$ cat config.mk
export PLATFORM = sky130hd
export DESIGN_NAME = bypass_scoreboard_flat
export DESIGN_NICKNAME = d
export VERILOG_FILES = /design/src/rtl/bypass_scoreboard_if.sv /design/src/rtl/bypass_scoreboard.sv /design/src/flat_wrapper.sv
export SDC_FILE = /design/constraint.sdc
export NUM_CORES = 1
export LEC_CHECK = 0
export BUFFER_PORTS_ARGS = -buffer_cell sky130_fd_sc_hd__buf_2
export CORE_AREA = 2 2 102 104
export DETAILED_ROUTE_END_ITERATION = 8
export DIE_AREA = 0 0 104 106
export PLACE_DENSITY = 0.78
export SYNTH_ARGS = -nofsm -noshare
export SYNTH_HDL_FRONTEND = slang
export SYNTH_SLANG_ARGS = --single-unit
$ cat constraint.sdc
create_clock -name i_clk -period 2.75 [get_ports i_clk]
set_input_delay 0.55 -clock i_clk [delete_from_list [all_inputs] [get_ports i_clk]]
set_output_delay 0.55 -clock i_clk [all_outputs]
set_load 0.03 [all_outputs]
$ cat src/rtl/bypass_scoreboard_if.sv
// Pipeline-side bundle for the bypass scoreboard: ID operand requests,
// per-stage result data, pipeline control and the forwarding response.
interface bypass_scoreboard_if #(
    parameter int XLEN    = 32,
    parameter int NUM_SRC = 2,
    parameter int DEPTH   = 3
) ();
    localparam int SELW = $clog2(DEPTH + 1);

    logic                      i_id_valid;
    logic [4:0]                i_id_rd;
    logic                      i_id_reg_write;
    logic                      i_id_is_load;
    logic [NUM_SRC*5-1:0]      i_id_rs;
    logic [NUM_SRC*XLEN-1:0]   i_rf_data;
    logic [DEPTH*XLEN-1:0]     i_stage_data;
    logic                      i_hold;
    logic                      i_flush;
    logic [NUM_SRC*XLEN-1:0]   o_operand;
    logic [NUM_SRC*SELW-1:0]   o_fwd_sel;
    logic                      o_stall;
    logic [15:0]               o_stall_count;

    // Pipeline control side: drives requests, consumes forwarding results
    modport master (
        output i_id_valid, i_id_rd, i_id_reg_write, i_id_is_load, i_id_rs,
        output i_rf_data, i_stage_data, i_hold, i_flush,
        input  o_operand, o_fwd_sel, o_stall, o_stall_count
    );

    // Scoreboard side
    modport slave (
        input  i_id_valid, i_id_rd, i_id_reg_write, i_id_is_load, i_id_rs,
        input  i_rf_data, i_stage_data, i_hold, i_flush,
        output o_operand, o_fwd_sel, o_stall, o_stall_count
    );
endinterface

$ cat src/rtl/bypass_scoreboard.sv
// Bypass scoreboard: tracks destination tags of in-flight producers past ID,
// selects the youngest forwardable result per source port, and stalls ID when
// the youngest producer of a source is a load whose data is not yet available.
module bypass_scoreboard #(
    parameter int XLEN     = 32,
    parameter int NUM_SRC  = 2,
    parameter int DEPTH    = 3,
    parameter int LOAD_LAT = 2
) (
    input logic                 i_clk,
    input logic                 i_rst,
    bypass_scoreboard_if.slave  bus
);
    localparam int SELW = $clog2(DEPTH + 1);

    typedef struct packed {
        logic       valid;
        logic [4:0] rd;
        logic       is_load;
    } tag_t;

    tag_t [DEPTH:1]     tag_q, tag_d;
    logic [15:0]        stall_count_q, stall_count_d;
    logic [NUM_SRC-1:0] hazard;
    logic               found;
    logic [4:0]         rs;
    logic               stall;
    logic               push;
    tag_t               id_tag;

    // Per-port youngest-match search; an unready youngest match blocks older ones
    always_comb begin
        hazard        = '0;
        found         = 1'b0;
        rs            = '0;
        bus.o_fwd_sel = '0;
        bus.o_operand = bus.i_rf_data;
        for (int n = 0; n < NUM_SRC; n++) begin
            found = 1'b0;
            rs    = bus.i_id_rs[5*n +: 5];
            for (int k = 1; k <= DEPTH; k++) begin
                if (!found && tag_q[k].valid && (tag_q[k].rd == rs) && (rs != 5'd0)) begin
                    found = 1'b1;
                    if (!tag_q[k].is_load || (k >= LOAD_LAT)) begin
                        bus.o_fwd_sel[SELW*n +: SELW] = SELW'(k);
                        bus.o_operand[XLEN*n +: XLEN] = bus.i_stage_data[XLEN*(k-1) +: XLEN];
                    end else begin
                        hazard[n] = 1'b1;
                    end
                end
            end
        end
    end

    assign stall             = bus.i_id_valid && !bus.i_flush && (|hazard);
    assign bus.o_stall       = stall;
    assign bus.o_stall_count = stall_count_q;

    // Tag shift: push ID on advance, flush squashes both ID and the stage-1 entry
    always_comb begin
        id_tag.valid   = bus.i_id_valid && bus.i_id_reg_write && (bus.i_id_rd != 5'd0);
        id_tag.rd      = bus.i_id_rd;
        id_tag.is_load = bus.i_id_is_load;
        push           = !stall && !bus.i_flush;
        tag_d          = tag_q;
        if (!bus.i_hold) begin
            for (int k = DEPTH; k >= 2; k--) begin
                tag_d[k] = (k == 2 && bus.i_flush) ? tag_t'('0) : tag_q[k-1];
            end
            tag_d[1] = push ? id_tag : tag_t'('0);
        end else if (bus.i_flush) begin
            tag_d[1] = '0;
        end
    end

    // Saturating count of cycles in which ID is actually held back by a hazard
    always_comb begin
        stall_count_d = stall_count_q;
        if (stall && !bus.i_hold && (stall_count_q != 16'hFFFF))
            stall_count_d = stall_count_q + 16'd1;
    end

    // State registers
    always_ff @(posedge i_clk or posedge i_rst) begin
        if (i_rst) begin
            tag_q         <= '0;
            stall_count_q <= '0;
        end else begin
            tag_q         <= tag_d;
            stall_count_q <= stall_count_d;
        end
    end
endmodule

$ cat src/flat_wrapper.sv
// flat-port wrapper written by rule: the top's interface ports become plain ports
module bypass_scoreboard_flat 
#(
    parameter int XLEN     = 32,
    parameter int NUM_SRC  = 2,
    parameter int DEPTH    = 3,
    parameter int LOAD_LAT = 2
)
  (i_clk, i_rst, bus_i_id_valid, bus_i_id_rd, bus_i_id_reg_write, bus_i_id_is_load, bus_i_id_rs, bus_i_rf_data, bus_i_stage_data, bus_i_hold, bus_i_flush, bus_o_operand, bus_o_fwd_sel, bus_o_stall, bus_o_stall_count);
  bypass_scoreboard_if #(.XLEN(XLEN), .NUM_SRC(NUM_SRC), .DEPTH(DEPTH)) bus_i ();
  input logic i_clk;
  input logic i_rst;
  input wire logic [$bits(bus_i.i_id_valid)-1:0] bus_i_id_valid;
  input wire logic [$bits(bus_i.i_id_rd)-1:0] bus_i_id_rd;
  input wire logic [$bits(bus_i.i_id_reg_write)-1:0] bus_i_id_reg_write;
  input wire logic [$bits(bus_i.i_id_is_load)-1:0] bus_i_id_is_load;
  input wire logic [$bits(bus_i.i_id_rs)-1:0] bus_i_id_rs;
  input wire logic [$bits(bus_i.i_rf_data)-1:0] bus_i_rf_data;
  input wire logic [$bits(bus_i.i_stage_data)-1:0] bus_i_stage_data;
  input wire logic [$bits(bus_i.i_hold)-1:0] bus_i_hold;
  input wire logic [$bits(bus_i.i_flush)-1:0] bus_i_flush;
  output wire logic [$bits(bus_i.o_operand)-1:0] bus_o_operand;
  output wire logic [$bits(bus_i.o_fwd_sel)-1:0] bus_o_fwd_sel;
  output wire logic [$bits(bus_i.o_stall)-1:0] bus_o_stall;
  output wire logic [$bits(bus_i.o_stall_count)-1:0] bus_o_stall_count;
  assign bus_i.i_id_valid = bus_i_id_valid;
  assign bus_i.i_id_rd = bus_i_id_rd;
  assign bus_i.i_id_reg_write = bus_i_id_reg_write;
  assign bus_i.i_id_is_load = bus_i_id_is_load;
  assign bus_i.i_id_rs = bus_i_id_rs;
  assign bus_i.i_rf_data = bus_i_rf_data;
  assign bus_i.i_stage_data = bus_i_stage_data;
  assign bus_i.i_hold = bus_i_hold;
  assign bus_i.i_flush = bus_i_flush;
  assign bus_o_operand = bus_i.o_operand;
  assign bus_o_fwd_sel = bus_i.o_fwd_sel;
  assign bus_o_stall = bus_i.o_stall;
  assign bus_o_stall_count = bus_i.o_stall_count;
  bypass_scoreboard #(.XLEN(XLEN), .NUM_SRC(NUM_SRC), .DEPTH(DEPTH), .LOAD_LAT(LOAD_LAT)) u_core (.i_clk(i_clk), .i_rst(i_rst), .bus(bus_i));
endmodule
---- Word level (Yosys, flattened, before mapping) ----
Index checks and enable logic that the tools add are counted.
Widths: inputs -> output; s select.
storage, ports and cells
  register bits after elaboration ......... 35
  output and inout port bits .............. 85
  input bits .............................. 182
  word-level logic and storage cells ...... 76
operators by class
  equality and inequality tests ........... 8
  reductions and logical operators ........ 34
  $add $sub $neg .......................... 1
  mux-type cells .......................... 25
operators by type and width
  cell                   count
  $mux 32                8
  $eq 5x5->1             6
  $logic_and 1x1->1      23
  $mux 7                 3
  $add 16x1->16 const B  1
  $ne 16x16->1 const B   1
  $reduce_bool 5->1      3
  $mux 2                 5
  $mux 1                 9
  $logic_not 1->1        7
  $ne 2x1->1 const B     1
  $reduce_or 2->1        1

---- Logic depth before layout (Yosys ltp) ----
  depth in word-level cells ............... 14
  mapped depth ............................ 8
  depth with buffers taken out ............ 7

---- Least setup slack after synthesis ----
No wires, ideal clock.
  kind .................................... input port to output port
  start ................................... input bus_i_id_rs[6]
  end ..................................... output bus_o_operand[46]
  data required time ...................... 2200 ps
  path buffers ............................ 2
  setup slack ............................. -86 ps
  stages .................................. 8
  arrival time ............................ 2286 ps
  cells stage by stage .................... or4_4 -> nor2_4 -> o21bai_4 -> or3b_1 -> buf_2 -> buf_6 -> o32ai_1 -> nor2_1
between the ends
  cells in the longest elaborated chain, start to end .. 14
  elaborated cells on any way between the ends .. 19
  those cells by class .................... eq/ne: 3; mux: 5; reduce/logical: 11
ends and longest elaborated chain
  what                             RTL line                 source
  from (decl)                      flat_wrapper.sv:17       input wire logic [$bits(bus_i.i_id_rs)-1:0] bus_i_id_rs;
  $eq 5x5->1                       bypass_scoreboard.sv:42  if (!found && tag_q[k].valid && (tag_q[k].rd == rs) && (rs != 5'd0)) begin
  $logic_and 1x1->1 (2 in series)  bypass_scoreboard.sv:42
  $mux 1                           bypass_scoreboard.sv:42
  $logic_not 1->1                  bypass_scoreboard.sv:42
  $logic_and 1x1->1 (3 in series)  bypass_scoreboard.sv:42
  $mux 1                           bypass_scoreboard.sv:42
  $logic_not 1->1                  bypass_scoreboard.sv:42
  $logic_and 1x1->1 (3 in series)  bypass_scoreboard.sv:42
  $mux 32 *                        bypass_scoreboard.sv:42
  to (decl)                        flat_wrapper.sv:22       output wire logic [$bits(bus_i.o_operand)-1:0] bus_o_operand;
Mark *: on every way between the ends. The rest lies on a longest branch, timed or not.

---- Final worst setup path ----
  start ................................... input bus_i_id_rs[6]
  end ..................................... output bus_o_operand[52]
The elaborated chain is that of the path after synthesis.

==> impl_metrics.csv <==
group,metric,value,unit
outcome,status,"finished, violations left",
outcome,failed_checks,"setup timing",
synthesis,synth-edff-count,0,
finish,nets,959,
global_routing,antenna_found_initial,2,
sta,worstMarginPinSlew,0.480,ns
global_routing,gr-total-overflow,0,
power_and_ir_drop,p_leak,3.51,nW
sta,hold_viol,0,
synthesis,avgSynthCellArea,9.54,sq um
synthesis,synth_area_leaders,"dfrtp_1 (22%), mux2i_1 (16%), o221a_1 (13%), o21ai_0 (6.2%), xnor2_1 (5.2%)",
setup_path,critPathCaptureType,"primary output",
floorplanning,boundaryPins,267,
power_and_ir_drop,pwr_density_cell,230,mW/mm^2
floorplanning,core,0.0100,sq mm
power_and_ir_drop,share_seq_of_total_power,30.8,%
power_and_ir_drop,switchingPower,0.000629,W
synthesis,synth_flop_cell,"dfrtp_1",
setup_path,crit_chain,"buf_8 > or4_4 > nor2_4 > nor4_4 > buf_4 > buf_12 > buf_12 > mux2i_2 > o21ai_1 > o221a_1 > buf_6",
sta,final_max_slew_viol_count,0,
power_and_ir_drop,swShare,34.7,%
floorplanning,initial_core_util,40.5,%
floorplanning,die_w,104,microns
clocking,hold_buffers,0,
clocking,ctsLongestPathBuffers,2,
sta,fmax,322,MHz
sta,setup_viol,64,
synthesis,yosysTopAreaCell,"dfrtp_1",
synthesis,netlist_instances,425,
finish,post_layout_nonfiller_instances,916,
placed_design,gp_congestion,1.04,
placed_design,port_buffers,266,
setup_path,worstPathRequired,2.20,ns
detailed_routing,dr.pass1.iters,5,
finish,final_cell_mix,"buf_2 (200), buf_6 (80), buf_4 (66)",
floorplanning,die_h,106,microns
setup_path,critPathLaunchType,"input pin",
sta,fin_crit_sh,113,%
synthesis,ys_types,54,
detailed_routing,drtIter0Drc,361,
clocking,htreeDepth,2,
sta,fin_skew,0.00697,ns
finish,final.fill_count,668,
sta,rsz0062_at_grt,"yes",
placed_design,hpwl,14400,microns
floorplanning,num_rows,37,
setup_path,critPathSlowestCell,"or4_4",
flow_run,drv_cap,0,
clocking,cts-root-buf,"clkbuf_8",
power_and_ir_drop,comb_power_share,43.5,%
finish,final_core_util,78.6,%
synthesis,yosysWarningCount,0,
setup_path,cp_top_family,"simple AND/OR/NAND/NOR gates",
sta,max-slew-margin-rel,67.5,%
synthesis,ys_seq_elements,35,
global_routing,grt_pass1_vias,5298,
synthesis,synth_nets,608,
sta,fin_ws,-0.352,ns
detailed_routing,drc_errors,0,
global_routing,grt_start_max_net_pins,36,
setup_path,critPathMaxFanout,7,
worst_hold_path,hp-class,"in2async",
setup_path,crit_type,"in2out",
setup_path,worst_path_most_repeated_cell,"buf_12",
detailed_routing,avgRoutedWirePerCell,23.7,microns
floorplanning,dieArea,0.0110,sq mm
detailed_routing,ant_nets,0,
synthesis,synth_top_cell_area_share,21.6,%
clocking,cts.clk_slew.worst_paths,0.08,ns
detailed_routing,routed_wl,21700,microns
setup_path,cp_data_arrival_time,2.55,ns
power_and_ir_drop,peakVddDrop,427,uV
finish,mostFrequentLayoutCell,"buf_2",
setup_path,crit_cells,11,
setup_path,cp_num_buf_inv,5,
clocking,clk_latency,0.30,ns
placed_design,place_inst,853,
setup_path,max_stage_delay,0.54,ns
synthesis,synth.yosys.seq_area_share,21.6,%
power_and_ir_drop,clock_power_share,25.7,%
setup_path,ff2ff_setup_slack,0.46,ns
global_routing,grt_pass1_wl,29500,microns
clocking,clkSinkCount,35,
clocking,numCtsBuffers,5,
clocking,cts_tree,"built",
finish,drive_gt1_share,65.0,%
setup_path,reg2reg_depth,9,
finish,synthToLayoutAreaGrowth,94.0,%
synthesis,synth.cell_area,0.00405,sq mm
global_routing,track_usage,34.1,%
detailed_routing,num_vias,5531,
detailed_routing,vias_per_cell,6.04,
power_and_ir_drop,p_int,0.00118,W
synthesis,synth-async-reset-ratio,100,%
sta,fin_crit,3.10,ns
[flip-flops by register name (all words and copies together), names as in the netlist]
register / cells
u_core.tag_q: 19
u_core.bus.o_stall_count: 16
[timing repair]
item	CTS	global route
setup buffers	13	22
endpoints found under the setup margin	66	68
gates resized for setup	168	136
pin swaps	20	29
cloned	8	9
[worst paths after layout]
check	from	end
worst max register to register	u_core.tag_q[3]	u_core.bus.o_stall_count[1]
min in group i_clk	bus_i_id_is_load	u_core.tag_q[0]
worst max-delay path	bus_i_id_rs[6]	bus_o_operand[52]
worst min-delay path	i_rst	u_core.bus.o_stall_count[4]
max in group asynchronous	i_rst	u_core.tag_q[1]
worst min register to register	u_core.bus.o_stall_count[7]	u_core.bus.o_stall_count[7]
[synth_stat cells, types with 2 or more instances]
library cell,instances
nor2b_1,3
clkbuf_1,12
xor2_1,21
buf_2,8
o2111ai_1,2
nor2_4,2
buf_4,7
nand3_2,3
nand2_1,8
or4_4,2
o32ai_1,6
a22o_1,10
xnor2_1,24
o21ai_0,50
or2_1,3
o221a_1,48
nand3_1,10
nor4_1,7
inv_1,2
and3_1,8
o21ai_1,8
mux2i_1,64
o21a_1,6
nand4_1,6
nor3_2,2
dfrtp_1,35
nor2_1,16
mux2_2,7
nor4_4,2
o221a_2,8
o2bb2ai_1,2
and4_1,2
buf_6,9
a211oi_2,2
[layer usage]
metal / track usage, % / part of all wire (%)
met5: 0 / 0
met4: 13.0 / 4.9
met3: 6.81 / 9.0
met2: 58.5 / 48
met1: 42.4 / 38
[worst min-delay path: stages]
cell,delay [ns]
buf_2,0.09
inv_1,0.04
buf_4,0.38
[cell type report]
cell class	count	area, sq um	area share, %
multi-input combinational	350	3530	44.8
timing repair buffer	381	3150	40.0
sequential	35	885	11.3
tap	136	170	2.16
clock buffer	5	68.8	0.875
clock inverter	3	43.8	0.557
inverter	3	13.8	0.175
antenna	3	7.51	0.0955
[per-stage QoR]
step	worst slack (ns)	instance area [sq um]	hold WS (ns)	setup TNS [ns]	total power, W
finish	-0.352	7860	0.340	-15.96	0.00181
global route	-0.397	7860	0.385	-20.24	0.00187
CTS	-0.243	7020	0.350	-12.67	0.00172
detailed placement	-0.421	5950	0.485	-16.41	0.00116
global placement	-0.394	5950	0.478	-13.38	0.00115
floorplan	0.0281	4080	0.485	0	0.000862
[kinds of logic after synthesis]
kind of cell	count (synthesis)	share of synthesized area, %
XOR/XNOR	45	9.72
flip-flops	35	21.6
multiplexers	72	18.0
adder cells (fa/ha/maj)	1	0.309
buffers and inverters	40	6.33
AND/OR/NAND/NOR	84	13.5
AO/OA/AOI/OAI	148	30.6
[power groups by stage]
stage	registers, W	clock network (W)	logic, W
global placement	0.000561	0	0.000589
detailed placement	0.000562	0	0.000598
floorplan	0.000555	0	0.000307
finish	0.000557	0.000466	0.000788
CTS	0.000554	0.000472	0.000698
global route	0.000558	0.000492	0.000824
(Power assumes the default switching activity.)
